`src/rtl/fifo_uart_tx_if.sv`:
```
// FIFO read-side bundle shared by a FIFO and its UART consumer.
// master = FIFO (drives data/flag), slave = consumer (drives pop).
interface fifo_uart_tx_if;
  logic       Empty;
  logic [7:0] R_data;
  logic       R_en;

  modport master (
    output Empty,
    output R_data,
    input  R_en
  );

  modport slave (
    input  Empty,
    input  R_data,
    output R_en
  );
endinterface

```
`src/rtl/fifo_uart_tx.sv`:
```
// 8N1 UART transmitter that drains an 8-bit FIFO.
// Pops one byte when idle and serialises it LSB first on tx.
module fifo_uart_tx #(
  parameter int CLKS_PER_BIT = 16,
  parameter int DATA_W       = 8
) (
  input  logic          clk,
  input  logic          rst,
  input  logic          tx_en,
  fifo_uart_tx_if.slave fifo,
  output logic          tx,
  output logic          busy
);

  localparam int BW = (CLKS_PER_BIT > 1) ? $clog2(CLKS_PER_BIT) : 1;
  localparam logic [BW-1:0] BAUD_LAST = BW'(CLKS_PER_BIT - 1);
  localparam logic [2:0] BIT_LAST = 3'(DATA_W - 1);

  typedef enum logic [2:0] {
    IDLE,
    LOAD,
    START,
    DATA,
    STOP
  } state_t;

  state_t            state_q, state_d;
  logic [BW-1:0]     baud_q, baud_d;
  logic [2:0]        bit_q, bit_d;
  logic [DATA_W-1:0] shift_q, shift_d;
  logic              tx_q, tx_d;
  logic              pop;
  logic              baud_end;

  assign baud_end = (baud_q == BAUD_LAST);

  // Next-state: frame sequencing, baud/bit counting, shifting.
  always_comb begin
    state_d = state_q;
    baud_d  = baud_q;
    bit_d   = bit_q;
    shift_d = shift_q;
    pop     = 1'b0;
    unique case (state_q)
      IDLE: begin
        baud_d = '0;
        bit_d  = '0;
        pop    = tx_en & ~fifo.Empty;
        if (pop) begin
          state_d = LOAD;
        end
      end
      LOAD: begin
        shift_d = fifo.R_data;
        baud_d  = '0;
        state_d = START;
      end
      START: begin
        if (baud_end) begin
          baud_d  = '0;
          bit_d   = '0;
          state_d = DATA;
        end else begin
          baud_d = baud_q + BW'(1);
        end
      end
      DATA: begin
        if (baud_end) begin
          baud_d  = '0;
          shift_d = shift_q >> 1;
          if (bit_q == BIT_LAST) begin
            state_d = STOP;
          end else begin
            bit_d = bit_q + 3'd1;
          end
        end else begin
          baud_d = baud_q + BW'(1);
        end
      end
      STOP: begin
        if (baud_end) begin
          baud_d  = '0;
          state_d = IDLE;
        end else begin
          baud_d = baud_q + BW'(1);
        end
      end
      default: begin
        state_d = IDLE;
      end
    endcase
  end

  // Line level follows the state being entered, so tx is registered
  // yet changes on the same edge as the state.
  always_comb begin
    tx_d = 1'b1;
    unique case (state_d)
      START:   tx_d = 1'b0;
      DATA:    tx_d = shift_d[0];
      default: tx_d = 1'b1;
    endcase
  end

  // State and datapath registers with synchronous active-low reset.
  always_ff @(posedge clk) begin
    if (!rst) begin
      state_q <= IDLE;
      baud_q  <= '0;
      bit_q   <= '0;
      shift_q <= '0;
      tx_q    <= 1'b1;
    end else begin
      state_q <= state_d;
      baud_q  <= baud_d;
      bit_q   <= bit_d;
      shift_q <= shift_d;
      tx_q    <= tx_d;
    end
  end

  // Pop is suppressed while reset is held so no byte is lost to reset.
  assign fifo.R_en = pop & rst;
  assign tx        = tx_q;
  assign busy      = (state_q != IDLE) | fifo.R_en;

endmodule
```
`src/flat_wrapper.sv`:
```
// flat-port wrapper written by rule: the top's interface ports become plain ports
module fifo_uart_tx_flat 
#(
  parameter int CLKS_PER_BIT = 16,
  parameter int DATA_W       = 8
)
  (clk, rst, tx_en, tx, busy, fifo_Empty, fifo_R_data, fifo_R_en);
  fifo_uart_tx_if fifo_i ();
  input  logic clk;
  input  logic rst;
  input  logic tx_en;
  output logic tx;
  output logic busy;
  input wire logic [$bits(fifo_i.Empty)-1:0] fifo_Empty;
  input wire logic [$bits(fifo_i.R_data)-1:0] fifo_R_data;
  output wire logic [$bits(fifo_i.R_en)-1:0] fifo_R_en;
  assign fifo_i.Empty = fifo_Empty;
  assign fifo_i.R_data = fifo_R_data;
  assign fifo_R_en = fifo_i.R_en;
  fifo_uart_tx #(.CLKS_PER_BIT(CLKS_PER_BIT), .DATA_W(DATA_W)) u_core (.clk(clk), .rst(rst), .tx_en(tx_en), .fifo(fifo_i), .tx(tx), .busy(busy));
endmodule
```
`config.mk`:
```
export PLATFORM = sky130hd
export DESIGN_NAME = fifo_uart_tx_flat
export DESIGN_NICKNAME = d
export VERILOG_FILES = /design/src/rtl/fifo_uart_tx_if.sv /design/src/rtl/fifo_uart_tx.sv /design/src/flat_wrapper.sv
export SDC_FILE = /design/constraint.sdc
export NUM_CORES = 1
export LEC_CHECK = 0
export CAP_MARGIN = 10
export CORE_MARGIN = 4
export CORE_UTILIZATION = 45
export CTS_CLUSTER_SIZE = 20
export DETAILED_ROUTE_END_ITERATION = 7
export GPL_ROUTABILITY_DRIVEN = 0
export GPL_TIMING_DRIVEN = 0
export PLACE_DENSITY = 0.75
export SLEW_MARGIN = 25
export SYNTH_ARGS = -nofsm -noshare
export SYNTH_HDL_FRONTEND = slang
export SYNTH_SLANG_ARGS = --single-unit
```
`constraint.sdc`:
```
create_clock -name clk -period 1.6 [get_ports clk]
set_clock_uncertainty 0.15 [all_clocks]
set_input_delay 0.16 -clock clk [delete_from_list [all_inputs] [get_ports clk]]
set_output_delay 0.16 -clock clk [all_outputs]
set_load 0.05 [all_outputs]
```
; Word-level counts from Yosys, hierarchy flattened
; Cells that the tools add are included.
[word_totals]
reg_bits = 19
in_bits = 12
out_inout_bits = 3
wordCells = 48
[classes]
addsub = 2
n_eq_ne = 11
n_mux = 16
bitwise_logic = 4
n_reduce_logical = 9
[op_table]
columns = operator, count
row1 = two-way mux 3 bit, 8
row2 = one-hot mux 8 bit (2 select lines), 1
row3 = one-hot mux 3 bit (5 select lines), 1
row4 = equality test 3 x 2 -> 1 bit (second input constant), 4
row5 = one-hot mux 3 bit (3 select lines), 1
row6 = two-way mux 8 bit, 1
row7 = one-hot mux 4 bit (2 select lines), 1
row8 = equality test 3 bit (second input constant), 2
row9 = nonzero test 3 bit, 2
row10 = adder 4 x 1 -> 4 bit (second input constant), 1
row11 = equality test 4 bit (second input constant), 1
row12 = two-way mux 4 bit, 1
row13 = != test 2 x 1 -> 1 bit (second input constant), 2
row14 = AND reduction 4 bit, 1
row15 = nonzero test 2 bit, 2
row16 = adder 3 x 1 -> 3 bit (second input constant), 1
row17 = equality test 3 x 1 -> 1 bit (second input constant), 1
row18 = logical NOT 3 bit, 1
row19 = OR reduction 3 bit, 1
row20 = bitwise AND 1 bit, 2
row21 = != test 2 bit (second input constant), 1
row22 = one-hot mux 1 bit (2 select lines), 1
row23 = AND reduction 2 bit, 1
row24 = OR reduction 2 bit, 1
row25 = 3 further kinds, 3

; Depth between registers and ports, before layout
; Gate-level depths: netlist of run 1.
[depth]
depth_word = 6
mapped_depth = 6

; Worst setup path before layout of run 1
; OpenSTA, ideal clock, no wires.
[synth_timing]
kind = register to output
from = reg u_core.state_q[0]
to = out busy
arrival_ns = 2.140
setup_slack_ns = -0.850
stages_incl_launch_ff = 5
path_cell_list = dfxtp_1 -> buf_4 -> or2_4 -> nor4b_2 -> or3_1
[synth_via]
elab_chain_cells = 4
word_cells_on_any_way = 5
cone_classes = mux (1) / bitwise (2) / reduce/logical (2)
[synth_rtl]
columns = item, line
row1 = "start, declared", fifo_uart_tx.sv:27  ; state_t state_q, state_d;
row2 = "start signal, assigned", fifo_uart_tx.sv:114  ; state_q <= state_d;
row3 = logical NOT 3 bit, fifo_uart_tx.sv:44  ; unique case (state_q)
row4 = two-way mux 1 bit, fifo_uart_tx.sv:44
row5 = bitwise AND 1 bit, fifo_uart_tx.sv:123  ; assign fifo.R_en = pop & rst;
row6 = named net fifo_R_en, flat_wrapper.sv:16  ; output wire logic [$bits(fifo_i.R_en)-1:0] fifo_R_en;
row7 = bitwise OR 1 bit, fifo_uart_tx.sv:125  ; assign busy = (state_q != IDLE) | fifo.R_en;
row8 = "end, declared", flat_wrapper.sv:13  ; output logic busy;
; The timed path passes the listed nets, and every way through them passes these cells.

; Final worst setup path of run 1
[layout_timing]
from = reg u_core.state_q[0]
to = out busy
[layout_via]
elab_chain_cells = 4
word_cells_on_any_way = 5
cone_classes = mux (1) / bitwise (2) / reduce/logical (2)
[layout_rtl]
columns = item, line
row1 = logical NOT 3 bit, fifo_uart_tx.sv:44
row2 = two-way mux 1 bit, fifo_uart_tx.sv:44
row3 = bitwise AND 1 bit, fifo_uart_tx.sv:123
row4 = bitwise OR 1 bit *, fifo_uart_tx.sv:125
; Mark *: on every way between the ends. The rest lies on a longest branch, timed or not.

==> metrics.yaml, run 1 <==
route:
  drt_drc_violations_left: 0
  wl_per_cell_um: 15.8
  drt_wl_total_um: 2610
  first_pass_iters: 6
  vias: 953
  drt_iter0_markers: 15
  ant_nets: 0
  vias_per_cell: 5.78
global_route:
  grt_pass1_vias: 890
  grt_max_degree: 12
  met1_usage: 0.252
  grt_pass1_wl_um: 4120
  grtUsageMet2: 0.319
  grt_util_all_layers: 0.196
  grt.busiest_layer: "met2"
  gr-usage-met3: 0.0490
  antenna_found_initial: 0
  grt_overflow_total: 0
worst_setup_path:
  crit_type: "flip-flop to output pin"
  path_buf_inv: 1
  cp_slowest_stage_delay_ps: 370
  arrival_ps: 1490
  critical_path_required_ps: 1290
  worstPathCellList: "or2_4, nor4b_4, or3_4, buf_8"
  critical_path.top_delay_family: "simple AND/OR/NAND/NOR gates"
  endpoint_kind: "output pin"
  crit_path_top_delay_cell: "dfxtp_4"
  r2r-end: "u_core.bit_q[1]$_SDFFE_PN0P_"
  cp_max_fo: 3
  reg2regPathDepth: 6
  start_kind: "flip-flop"
  r2r_slack_ps: 0
  timing.rr.start: "u_core.bit_q[0]$_SDFFE_PN0P_"
floorplanning:
  core-area_mm2: 0.00200
  die_h_um: 54.4
  ios: 15
  die_area_mm2: 0.00296
  initial_core_util: 0.483
  die_w_um: 54.4
  std_cell_rows: 16
pwr:
  vdd_drop_max_uv: 737
  finalPower_mw: 1.05
  power.density_mw_per_mm2: 733
  p_leak_nw: 0.512
synthesis:
  synth_area_um2: 967
  ys_types: 34
  synth.avg_cell_area_um2: 8.71
  synth_cells: 111
  synth.top_cell.area_share: 0.393
  synth_top_flop_cell: "dfxtp_1"
  ys_async_sr_fraction: 0
  ys_warn_count: 0
  ys_ff_latch: 19
  synth.area.top_cells: "dfxtp_1, a21oi_1, a22oi_1"
  synth_seq_area_share: 0.393
  synth_edf_count: 0
  synth_fp_nets: 126
  synth_top_area_cell: "dfxtp_1"
timing:
  finalHoldViolCount: 0
  tightest_slew_ps: 482
  period_minus_slack_ps: 1800
  slew_headroom: 0.680
  max_freq_mhz: 557
  rsz0062_at_grt: "true"
  finalMaxSlewViolations: 0
  final.period_utilization: 1.12
  setup_viol: 2
  worst_slack_ps: -196
clocking:
  cts_tree: "done"
  h-tree-depth: 1
  ctsRootBufferMaster: "clkbuf_4"
  path_clk_slew_ps: 120
  cts_buffers: 3
  clock_latency_ps: 310
  hold_buffers: 0
  clockBufferDepth: 2
  cts_sinks: 19
final_layout:
  final_core_util: 0.712
  area_growth_pct: 47.3
  drive_gt1_frac: 0.413
  postLayoutCellArea_mm2: 0.00143
  nNetsFinal: 154
  antenna_cells: 0
run:
  cap_violations: 0
run_status:
  violations: "setup timing"
  status: "complete, but fails checks"
worst_hold_path:
  min_delay_path_depth: 3
  hold_class: "primary input to flip-flop"
  min_from: "rst"
  holdPathEnd: "u_core.state_q[0]$_SDFF_PN0_"
placement:
  hpwlAfterDp_um: 1640
  numPortBuffers: 14
  place_area_mm2: 0.00116
worst reg2reg max path, delay by kind of cell, from the launching register on:
family                     cells  cell delay [ps]
and+or+nand+nor                2              290
DFF                            1              350
AOI/OAI and AO/OA              2              420
adders and majority gates      2              310
Yosys cell counts, types with 2 or more instances:
cell type,instances
a31oi_1,3
a21oi_1,14
nand4_1,2
a22oi_1,7
buf_2,4
o21ai_0,9
ha_1,3
dfxtp_1,19
nor2_1,9
nand2_1,4
buf_4,2
and3_1,3
nor2b_1,2
nand2b_1,7
inv_1,3
nand3_1,2
repair_timing:
| item | in CTS | in global routing |
|---|---|---|
| setup endpoints to repair | 15 | 16 |
| gates resized for setup | 42 | 18 |
| pin swaps | 9 | 9 |
| buffers inserted | 8 | 3 |
how the worst max path moves through the flow:
stage,endpoint,startpoint,cells after the start
floorplan,busy,u_core.state_q[0]$_SDFF_PN0_,4
detailed placement,busy,rst,5
finish,busy,u_core.state_q[0]$_SDFF_PN0_,4
CTS,busy,u_core.state_q[0]$_SDFF_PN0_,4
global route,busy,u_core.state_q[0]$_SDFF_PN0_,4
global placement,busy,rst,5
cells in the final DEF (no fill, tap or decap), types with 2 or more instances in the layout:
cell type        count
a21oi_1             10
a21oi_2              4
a22oi_1              2
a22oi_2              5
a31oi_1              3
and3_4               3
buf_4               12
buf_6                3
clkbuf_4             3
clkdlybuf4s50_1     10
dfxtp_1             12
dfxtp_2              3
dfxtp_4              4
dlygate4sd2_1        2
ha_4                 3
inv_1                3
nand2_1              4
nand2b_1             5
nand3_1              2
nand4_1              2
nor2_1               8
nor2b_1              2
o21ai_0              9
cell type report:
class	instances	area, um2
Clock buffer	3	22.5
Fill cell	148	577
Sequential cell	19	399
Inverter	4	15.0
Tap cell	27	33.8
Clock inverter	1	5.00
Timing Repair Buffer	25	226
Buffer	4	35.0
Multi-Input combinational cell	82	688
registers in the layout (all words and copies together), names as in the netlist:
signal and flops:
u_core.shift_q 8, u_core.bit_q 3, u_core.state_q 3, u_core.tx 1, u_core.baud_q 4
logic make-up after synthesis:
| group | share of synthesized area |
|---|---|
| compound gates | 0.276 |
| mux | 0.0116 |
| flops | 0.393 |
| buf+inv | 0.0517 |
| simple gates | 0.229 |
| fa+ha+maj | 0.0388 |
per-stage QoR:
stage | std cells | TNS (ps) | hold slack [ps] | worst slack [ps]
after floorplan | 111 | -479 | 124 | -414
after global placement | 152 | -2520 | 310 | -930
after global routing | 165 | -689 | 190 | -234
final | 165 | -327 | 204 | -196
after detailed placement | 152 | -3260 | 319 | -938
after CTS | 163 | -350 | 180 | -193
report_power, final:
part           internal [mW]  switching, mW
clock network         0.0933          0.161
logic                  0.137          0.145
registers              0.495         0.0144
layer usage:
layer	share of wire	routed length, um	vias to the layer above
met2	0.49	1270	33
li1	-	-	463
met1	0.44	1140	455
met3	0.065	170	2
met4	0.0096	25	0
met5	0	0	-
(Power assumes the default switching activity.)
==> run 2: changes to the inputs <==
--- a/config.mk
+++ b/config.mk
@@ -5,6 +5,7 @@
 export SDC_FILE = /design/constraint.sdc
 export NUM_CORES = 1
 export LEC_CHECK = 0
+export ABC_AREA = 0
 export CAP_MARGIN = 10
 export CORE_MARGIN = 4
 export CORE_UTILIZATION = 45
@@ -12,6 +13,7 @@
 export DETAILED_ROUTE_END_ITERATION = 7
 export GPL_ROUTABILITY_DRIVEN = 0
 export GPL_TIMING_DRIVEN = 0
+export HOLD_SLACK_MARGIN = 0.06
 export PLACE_DENSITY = 0.75
 export SLEW_MARGIN = 25
 export SYNTH_ARGS = -nofsm -noshare
==> results of run 2 <==
Same layout as run 1: the final DEF is identical, and so are final timing and power.
==> run 3: changes to the inputs <==
--- a/config.mk
+++ b/config.mk
@@ -6,14 +6,16 @@
 export NUM_CORES = 1
 export LEC_CHECK = 0
 export ABC_AREA = 0
+export ABC_CLOCK_PERIOD_IN_PS = 1600
 export CAP_MARGIN = 10
 export CORE_MARGIN = 4
 export CORE_UTILIZATION = 45
+export CTS_CLUSTER_DIAMETER = 30
 export CTS_CLUSTER_SIZE = 20
 export DETAILED_ROUTE_END_ITERATION = 7
 export GPL_ROUTABILITY_DRIVEN = 0
 export GPL_TIMING_DRIVEN = 0
-export HOLD_SLACK_MARGIN = 0.06
+export HOLD_SLACK_MARGIN = 0.12
 export PLACE_DENSITY = 0.75
 export SLEW_MARGIN = 25
 export SYNTH_ARGS = -nofsm -noshare
==> results of run 3 <==
Same layout as run 1: the final DEF is identical, and so are final timing and power.
